[src/rtl/exec_ctrl.sv]
`default_nettype none
// ============================================================================
// Module   : exec_ctrl
// Brief    : Run/halt/single-step execution controller with IP breakpoint,
//            halt-on-HLT and a saturating retired-instruction counter.
// Revision : 1.0 - initial release
// ============================================================================
module exec_ctrl #(
  parameter int AW    = 8,
  parameter int CNT_W = 16
) (
  input  logic             clk,
  input  logic             rst,
  input  logic             cmd_run,
  input  logic             cmd_halt,
  input  logic             cmd_step,
  input  logic             bp_en,
  input  logic [AW-1:0]    bp_addr,
  input  logic [AW-1:0]    ip,
  input  logic             halt_inst,
  output logic             cpu_ce,
  output logic [1:0]       state,
  output logic             bp_hit,
  output logic [CNT_W-1:0] retired
);

  typedef enum logic [1:0] {
    S_HALTED  = 2'd0,
    S_RUNNING = 2'd1,
    S_STEP    = 2'd2,
    S_BREAK   = 2'd3
  } state_e;

  state_e             state_q, state_d;
  logic               skip_bp_q, skip_bp_d;
  logic [CNT_W-1:0]   retired_q, retired_d;
  logic               run_q, halt_q, step_q;
  logic               run_e, halt_e, step_e;
  logic               bp_match;
  logic               ce_d;

  assign run_e    = cmd_run  & ~run_q;
  assign halt_e   = cmd_halt & ~halt_q;
  assign step_e   = cmd_step & ~step_q;
  assign bp_match = bp_en & (ip == bp_addr) & ~skip_bp_q;

  always_comb begin
    state_d   = state_q;
    skip_bp_d = skip_bp_q;
    ce_d      = 1'b0;
    case (state_q)
      S_HALTED, S_BREAK: begin
        if (step_e) begin
          state_d = S_STEP;
        end else if (run_e) begin
          state_d   = S_RUNNING;
          skip_bp_d = 1'b1;
        end
      end
      S_RUNNING: begin
        ce_d = ~bp_match & ~halt_inst & ~halt_e;
        // Any exit, or the first executed instruction, re-arms the breakpoint.
        if (bp_match) begin
          state_d   = S_BREAK;
          skip_bp_d = 1'b0;
        end else if (halt_inst || halt_e) begin
          state_d   = S_HALTED;
          skip_bp_d = 1'b0;
        end else if (ce_d) begin
          skip_bp_d = 1'b0;
        end
      end
      S_STEP: begin
        ce_d      = ~halt_inst;
        state_d   = S_HALTED;
        skip_bp_d = 1'b0;
      end
      default: state_d = S_HALTED;
    endcase
  end

  always_comb begin
    retired_d = retired_q;
    if (ce_d && (retired_q != {CNT_W{1'b1}})) begin
      retired_d = retired_q + 1'b1;
    end
  end

  // Edge history resets high so a button held through reset yields no edge.
  always_ff @(posedge clk) begin
    if (rst) begin
      state_q   <= S_HALTED;
      skip_bp_q <= 1'b0;
      retired_q <= '0;
      run_q     <= 1'b1;
      halt_q    <= 1'b1;
      step_q    <= 1'b1;
    end else begin
      state_q   <= state_d;
      skip_bp_q <= skip_bp_d;
      retired_q <= retired_d;
      run_q     <= cmd_run;
      halt_q    <= cmd_halt;
      step_q    <= cmd_step;
    end
  end

  assign cpu_ce  = ce_d;
  assign state   = state_q;
  assign bp_hit  = (state_q == S_BREAK);
  assign retired = retired_q;

endmodule
`default_nettype wire

[config.mk]
export PLATFORM = sky130hd
export DESIGN_NAME = exec_ctrl
export DESIGN_NICKNAME = d
export VERILOG_FILES = /design/src/rtl/exec_ctrl.sv
export SDC_FILE = /design/constraint.sdc
export NUM_CORES = 1
export LEC_CHECK = 0
export CAP_MARGIN = 20
export CELL_PAD_IN_SITES_DETAIL_PLACEMENT = 1
export CELL_PAD_IN_SITES_GLOBAL_PLACEMENT = 1
export CORE_MARGIN = 5
export CORE_UTILIZATION = 35
export CTS_CLUSTER_SIZE = 28
export DETAILED_ROUTE_END_ITERATION = 16
export GPL_TIMING_DRIVEN = 1
export PLACE_DENSITY_LB_ADDON = 0.2
export SLEW_MARGIN = 10
export SYNTH_ARGS = -nofsm -noshare
export SYNTH_HDL_FRONTEND = slang
export SYNTH_SLANG_ARGS = --single-unit
[constraint.sdc]
create_clock -name clk -period 4.3 [get_ports clk]
set_clock_uncertainty 0.05 [all_clocks]
set_input_delay 0.43 -clock clk [delete_from_list [all_inputs] [get_ports clk]]
set_output_delay 0.43 -clock clk [all_outputs]
set_load 0.02 [all_outputs]
### After elaboration in Yosys (flattened, before gate mapping)

Cells that the tools add are included.

| cells by class | value |
|---|---|
| $add $sub $neg | 1 |
| equality and inequality tests | 10 |
| multiplexer cells | 12 |
| bitwise operators | 14 |
| reduce and logical (&&, ||, !) cells | 6 |

Operators with widths:

| operator | count |
|---|---|
| $add A16 B1 Y16 const B | 1 |
| $ne A16 B16 Y1 const B | 1 |
| $eq A8 B8 Y1 | 1 |
| $mux W2 | 4 |
| $and A1 B1 Y1 | 7 |
| $not A1 Y1 | 7 |
| $ne A3 B3 Y1 const B | 2 |
| $pmux W2 S3 | 1 |
| $mux W1 | 5 |
| $eq A2 B2 Y1 const B | 2 |
| $ne A2 B2 Y1 const B | 2 |
| $ne A4 B4 Y1 const B | 1 |
| $pmux W1 S3 | 1 |
| $reduce_and A3 Y1 | 1 |
| $eq A2 B1 Y1 const B | 1 |
| $logic_not A2 Y1 | 1 |
| $pmux W1 S2 | 1 |
| $reduce_and A2 Y1 | 1 |
| $reduce_or A2 Y1 | 1 |
| $logic_and A1 B1 Y1 | 1 |
| $logic_or A1 B1 Y1 | 1 |

| word-level totals | value |
|---|---|
| flip-flop bits (word level) | 22 |
| input bits | 23 |
| output and inout bits | 20 |
| logic and storage cells | 49 |

### Longest topological paths before layout

Gate-level depths: netlist (run 1).

| logic depth | value |
|---|---|
| depth after elaboration | 10 |
| gate-level depth with buffers | 8 |
| mapped depth without buffers | 7 |

### Least setup slack after synthesis (run 1)

OpenSTA, ideal clock, no wires.

| timing | value |
|---|---|
| path kind | flip-flop to flip-flop |
| start point | register state_q[0] (netlist: state[0]) |
| end point | register retired_q[9] (netlist: retired[9]) |
| data arrival time | 2.155 ns |
| path slack | 2.025 ns |
| stages on the path, launching flop included | 8 |
| buffers on the path | 1 |
| period minus slack after synthesis | 2.275 ns |
| cells stage by stage | dfxtp_1 inv_1 ha_1 a2111oi_4 nand2_2 buf_6 or4_1 a21oi_1 |

| on the way | value |
|---|---|
| longest elaborated chain between the ends | 3 |
| elaborated cells on any way between the ends | 4 |
| classes of those cells | eq/ne (2); mux (1); reduce/logical (1) |

Ends and longest elaborated chain:

| what | line | RTL |
|---|---|---|
| start: declaration | 34 | `state_e state_q, state_d;` |
| start signal: assignment | 99 | `state_q <= state_d;` |
| $eq A2 B2 Y1 or $eq A2 B1 Y1 (tied branches) | 51 | `case (state_q)` |
| $pmux W1 S2 (*) | 51 |  |
| $logic_and A1 B1 Y1 (*) | 84 | `if (ce_d && (retired_q != {CNT_W{1'b1}})) begin` |
| end signal: assignment | 101 | `retired_q <= retired_d;` |
| end: declaration | 36 | `logic [CNT_W-1:0] retired_q, retired_d;` |

Mark *: on every way between the ends. The rest lies on a longest branch, timed or not.
A chain may end at the register's enable or synchronous reset.

### Worst setup path in the final report (run 1)

| timing | value |
|---|---|
| start point | input port bp_addr[2] |
| end point | output port cpu_ce |

| on the way | value |
|---|---|
| longest elaborated chain between the ends | 7 |

Ends and longest elaborated chain:

| what | line | RTL |
|---|---|---|
| start: declaration | 18 | `input logic [AW-1:0] bp_addr,` |
| $eq A8 B8 Y1 | 45 | `assign bp_match = bp_en & (ip == bp_addr) & ~skip_bp_q;` |
| $and A1 B1 Y1 (2 in a row) | 45 |  |
| $not A1 Y1 | 61 | `ce_d = ~bp_match & ~halt_inst & ~halt_e;` |
| $and A1 B1 Y1 (2 in a row) | 61 |  |
| $pmux W1 S2 | 51 |  |
| end: declaration | 21 | `output logic cpu_ce,` |

No other way between the ends.

==> flow_summary.yaml, run 1 <==
status:
  outcome: "finished, final reports clean"
detailed_routing:
  ant_nets: 0
  drc: 0
  drtPass1Iterations: 4
  vias_per_cell: 5.092
  drtIter0Drc: 37
  vias: 1166
  wl_um: 3427
  wl_per_cell_um: 14.97
sta:
  fin_crit_sh_pct: 66.59
  setup_slack_ps: 1436
  slew_violations: 0
  hold_violations: 0
  setup_violations: 0
  rsz0062_at_grt: "false"
  fmax_mhz: 349.2
  final.min_clock_period_ps: 2864
  tns_ps: 0
  slew_headroom_pct: 46.37
  worstMarginPinSlew_ps: 801.9
worst_setup_path:
  arrival_ps: 2380
  cp-start-kind: "input pin"
  cp-startpoint: "bp_addr[2]"
  worst_r2r_endpoint: "retired[9]"
  crit_type: "in2out"
  worstRegToRegCells: 6
  reg2reg_slack_ps: 1960
  crit_fanout: 4
  crit_end: "cpu_ce"
  worstSetupEndpointType: "output port"
  crit_required_ps: 3820
  reg2reg_from: "state[0]"
placement:
  numPlacedInstances: 226
  portBuffers: 42
  dpl-instance-area_mm2: 0.001695
  dp_slack_ps: 1419
  gp_congestion: 0.7713
  dp_hpwl_um: 2699
clock_tree:
  cts_tree: "built"
  root_buffer: "clkbuf_4"
  path_clk_slew_ps: 130
  cts_buffer_depth: 2
  htree_levels: 1
  cts_buffers: 3
  worstSkewPairLatency_ps: 310
  clkSinkCount: 22
  post_cts_resized: 0
  hold_buffers: 0
  cts_setup_buffers: 0
synth:
  yosysWarnings: 0
  yosys.cell_types.count: 38
  yosysTopAreaCellShare_pct: 35.52
  synthesis.area_mm2: 0.001240
  synthArstFlopShare_pct: 0
  ys.flop_type: "dfxtp_1"
  synth.area.top_cells: "dfxtp_1 (36%), xor2_1 (7.8%), xnor2_1 (4.9%)"
  yosysTopAreaCell: "dfxtp_1"
  ys_top_cells_by_count: "dfxtp_1 (22), nor2_1 (15), xor2_1 (11)"
  synth_edf_count: 0
  syn-instance-count: 142
  post-synth-top-count-cell: "dfxtp_1"
  syn_area_per_cell_um2: 8.732
  synth_fp_nets: 169
  synth.yosys.seq_area_share_pct: 35.52
  synth_seq_cells: 22
floorplanning:
  initial_core_util_pct: 36.58
  core-area_mm2: 0.003390
  dieArea_mm2: 0.004833
  ioPinCount: 43
  die_w_um: 69.52
  rows: 21
  die_h_um: 69.52
layout:
  num_antenna_cells: 0
  stdcell_area_mm2: 0.001718
  fin_cells: 229
  nets: 212
  drive_above_1_share_pct: 6.011
  post-route-util_pct: 50.68
  area_growth_syn_to_layout_pct: 38.55
  fillCellCount: 402
global_routing:
  grt_overflow: 0
  grt_pass1_vias: 1288
  grt_max_degree: 24
  grt_pass1_wl_um: 6044
  grt_util_all_layers_pct: 15.25
  grt_antenna_before_repair: 0
power:
  power.density_mw_per_mm2: 235.4
  ir_drop_mv: 0.1626
  p_leak_nw: 0.5859
flow_run:
  cap_violations: 0
hold_path:
  hold_class: "reg2reg"
==> cells in the final DEF (no fill, tap or decap), types with 3 or more instances in the layout <==
| master | count |
|---|---|
| or2_2 | 3 |
| dfxtp_1 | 22 |
| nor2_1 | 15 |
| clkbuf_4 | 3 |
| nand2_1 | 7 |
| xor2_1 | 11 |
| inv_1 | 5 |
| nor4_1 | 6 |
| clkdlybuf4s50_1 | 42 |
| a21oi_1 | 7 |
| o31ai_1 | 3 |
| nand3_1 | 8 |
| ha_1 | 4 |
| xnor2_1 | 7 |
| nor3b_1 | 3 |
| or4_1 | 3 |
| nand2b_1 | 4 |
| nor3_1 | 5 |
==> logic make-up after synthesis <==
logic type,count (synthesis),synth area share [%]
AND/OR/NAND/NOR,71,32.80
flip-flops,22,35.52
XOR/XNOR,18,12.71
AO/OA/AOI/OAI,16,9.888
buffers and inverters,9,3.330
adder cells (fa/ha/maj),4,4.036
multiplexers,2,1.715
==> cell type report <==
cell class                      instances  area (µm²)  area share [%]
Clock buffer                            3       22.52           1.311
Inverter                                5       18.77           1.092
Multi-Input combinational cell        111       758.2           44.14
Sequential cell                        22       440.4           25.64
Tap cell                               46       57.56           3.350
Timing Repair Buffer                   42       420.4           24.47
==> metal layers <==
| metal | vias to the layer above | share of wire (%) | track usage [%] | routed length (µm) |
|---|---|---|---|---|
| met3 | 2 | 5.0 | 4.203 | 172 |
| met2 | 32 | 47 | 25.85 | 1619 |
| met5 | - | 0 | 0 | 0 |
| met4 | 0 | 0.67 | 4.772 | 23 |
| met1 | 544 | 47 | 18.59 | 1612 |
| li1 | 588 | - | - | - |
==> report_power, final <==
group	switching, W	leakage [nW]	internal, W
clock network	0.0000612	0.0138	0.0000327
registers	0.00000554	0.178	0.000210
logic	0.0000466	0.394	0.0000488
total	0.000113	0.586	0.000291
==> registers in the layout, indices dropped and copies added (netlist names) <==
signal,count
step_q,1
retired,16
halt_q,1
skip_bp_q,1
state,2
run_q,1
==> per-stage QoR <==
step / power (W) / hold WS, ps
6_report: 0.0004044 / 478.7
5_1_grt: 0.0004296 / 523.3
4_1_cts: 0.0004121 / 479.0
3_5_place_dp: 0.0003163 / 449.6
3_3_place_gp: 0.0003119 / 439.3
2_1_floorplan: 0.0002738 / 451.6
==> worst min-delay path by stage <==
stage | from | to | slack, ps | depth (start not counted)
2_1_floorplan | rst | retired[2] | 450 | 1
3_3_place_gp | retired[9] | retired[9] | 440 | 2
3_5_place_dp | retired[14] | retired[14] | 450 | 2
4_1_cts | retired[9] | retired[9] | 480 | 2
5_1_grt | retired[13] | retired[13] | 520 | 2
6_report | retired[9] | retired[9] | 480 | 2
==> critical path, cell delays in order <==
cell and delay (ps):
clkdlybuf4s50_1 410, xor2_1 170, nor4_1 340, nand4b_1 260, and2_1 230, clkdlybuf4s50_1 540
Note: power is estimated with default switching activity, not from simulation.
==> run 2, diff against run 1 <==
--- a/config.mk
+++ b/config.mk
@@ -9,7 +9,7 @@
 export CELL_PAD_IN_SITES_DETAIL_PLACEMENT = 1
 export CELL_PAD_IN_SITES_GLOBAL_PLACEMENT = 1
 export CORE_MARGIN = 5
-export CORE_UTILIZATION = 35
+export CORE_UTILIZATION = 29
 export CTS_CLUSTER_SIZE = 28
 export DETAILED_ROUTE_END_ITERATION = 16
 export GPL_TIMING_DRIVEN = 1
==> constraint.sdc (replaced) <==
create_clock -name clk -period 2.55 [get_ports clk]
set_clock_uncertainty 0.05 [all_clocks]
set_input_delay 0.255 -clock clk [delete_from_list [all_inputs] [get_ports clk]]
set_output_delay 0.255 -clock clk [all_outputs]
set_load 0.02 [all_outputs]
==> run 2 against run 1 <==
Core utilization shrank 7.5 points; combinational power up 75%; total power up 84%; critical path depth stayed put; register-to-register slack got worse by 1700 ps; final area up 2.7%; worst setup slack got worse by 1300 ps; clock power up 130%; critical path type unchanged.
==> flow_summary.yaml, run 2 (synthesized netlist as in run 1, its figures left out) <==
floorplanning:
  ioPinCount: 43
  dieArea_mm2: 0.005684
  rows: 23
  die_h_um: 75.39
  die_w_um: 75.39
  initial_core_util_pct: 30.34
  core-area_mm2: 0.004086
clock_tree:
  path_clk_slew_ps: 80
  cts_buffer_depth: 2
  cts_buffers: 3
  root_buffer: "clkbuf_8"
  clkSinkCount: 22
  cts_setup_buffers: 0
  htree_levels: 1
  worstSkewPairLatency_ps: 260
  cts_tree: "built"
placement:
  gp_congestion: 0.7333
  dpl-instance-area_mm2: 0.001715
  dp_hpwl_um: 2764
  portBuffers: 42
worst_setup_path:
  cp-startpoint: "bp_addr[2]"
  reg2reg_from: "state[0]"
  crit_type: "in2out"
  worstRegToRegCells: 6
  arrival_ps: 2100
  crit_required_ps: 2250
  cp-start-kind: "input pin"
  worstSetupEndpointType: "output port"
  crit_fanout: 2
hold_path:
  hold_path_depth: 2
  hold_class: "reg2reg"
  worstHoldStart: "retired[14]"
global_routing:
  grt_util_all_layers_pct: 12.90
  grt_max_degree: 20
  grt_pass1_wl_um: 5671
  grt_overflow: 0
  grt_pass1_vias: 1253
  grt_antenna_before_repair: 0
sta:
  slew_headroom_pct: 54.56
  fmax_mhz: 415.2
  tns_ps: 0
  rsz0062_at_grt: "false"
  worstMarginPinSlew_ps: 679.5
  setup_violations: 0
  final.min_clock_period_ps: 2408
  hold_violations: 0
  fin_crit_sh_pct: 94.44
  whs_ps: 475.3
  slew_violations: 0
power:
  power.total_w: 0.0007443
  power.density_mw_per_mm2: 421.9
  p_sw_share_pct: 26.94
  p_clk_share_pct: 28.9
  power_switching_w: 0.0002005
  pwr-share-comb_pct: 22.4
  p_seq_share_pct: 48.7
  ir_drop_mv: 0.1696
  p_leak_nw: 0.6017
  intPower_w: 0.0005438
layout:
  area_growth_syn_to_layout_pct: 42.28
  num_antenna_cells: 0
  nets: 214
  stdcell_area_mm2: 0.001764
  drive_above_1_share_pct: 8.108
  final_common_cell: "clkdlybuf4s50_1"
  largest_reg_flops: 16
  mostFrequentLayoutCells: "clkdlybuf4s50_1 (42), dfxtp_1 (22), nor2_1 (15)"
detailed_routing:
  ant_nets: 0
  wl_per_cell_um: 14.64
  drtIter0Drc: 24
  drtPass1Iterations: 4
  vias_per_cell: 4.953
  drc: 0
  wl_um: 3440
  vias: 1164
flow_run:
  cap_violations: 0
status:
  outcome: "finished, final reports clean"
run 2: changes by cell type in the layout (fill, tap and decap cells not counted), sizes merged:
| cell | previous run | this run |
|---|---|---|
| buf | 0 | 2 |
run 2: area by class of cell:
class / count / area, µm²
well taps: 50 / 62.56
clock buffers: 3 / 41.29
inverters: 5 / 18.77
fillers: 481 / 2322
repair buffers: 44 / 435.4
multi-input cells: 111 / 765.7
flip-flops and latches: 22 / 440.4
run 2: final timing paths:
check                      to  slack (ps)
setup / recovery       cpu_ce         140
hold / removal    retired[14]         480
hold reg to reg   retired[14]         480
setup reg to reg   retired[9]         230
run 2: metrics by stage:
stage	worst slack [ps]	instances	utilization, %
after floorplan	274.6	142	-
after global placement	188.0	232	41.98
after detailed placement	121.6	232	41.98
after CTS	42.72	235	43.11
after global routing	54.05	235	43.17
final	141.8	235	43.17
run 2: routing by layer:
layer	GRT usage (%)	share of wire, %	vias to the layer above
li1	-	-	596
met3	2.243	4.1	4
met4	3.495	0.64	0
met5	0	0	-
met1	15.77	45	543
met2	23.20	50	21
run 2: critical path, stage by stage:
cell and delay (ps):
clkdlybuf4s50_1 410, xor2_1 180, nor4_1 370, nand4b_1 170
and2_1 190, clkdlybuf4s50_1 530
run 2: what timing repair did:
item | 4_1_cts | 5_1_grt
hold buffers | 0 | 0
gates resized for setup | 1 | 1
setup endpoints to repair | 1 | 2
endpoints found under the hold margin | 0 | 0
run 2: power groups by stage:
stage	Combinational (W)	Sequential (W)	Clock (W)
floorplan	0.0000858	0.000376	0
global placement	0.000158	0.000370	0
detailed placement	0.000164	0.000371	0
CTS	0.000167	0.000363	0.000227
global route	0.000185	0.000364	0.000233
finish	0.000167	0.000362	0.000215
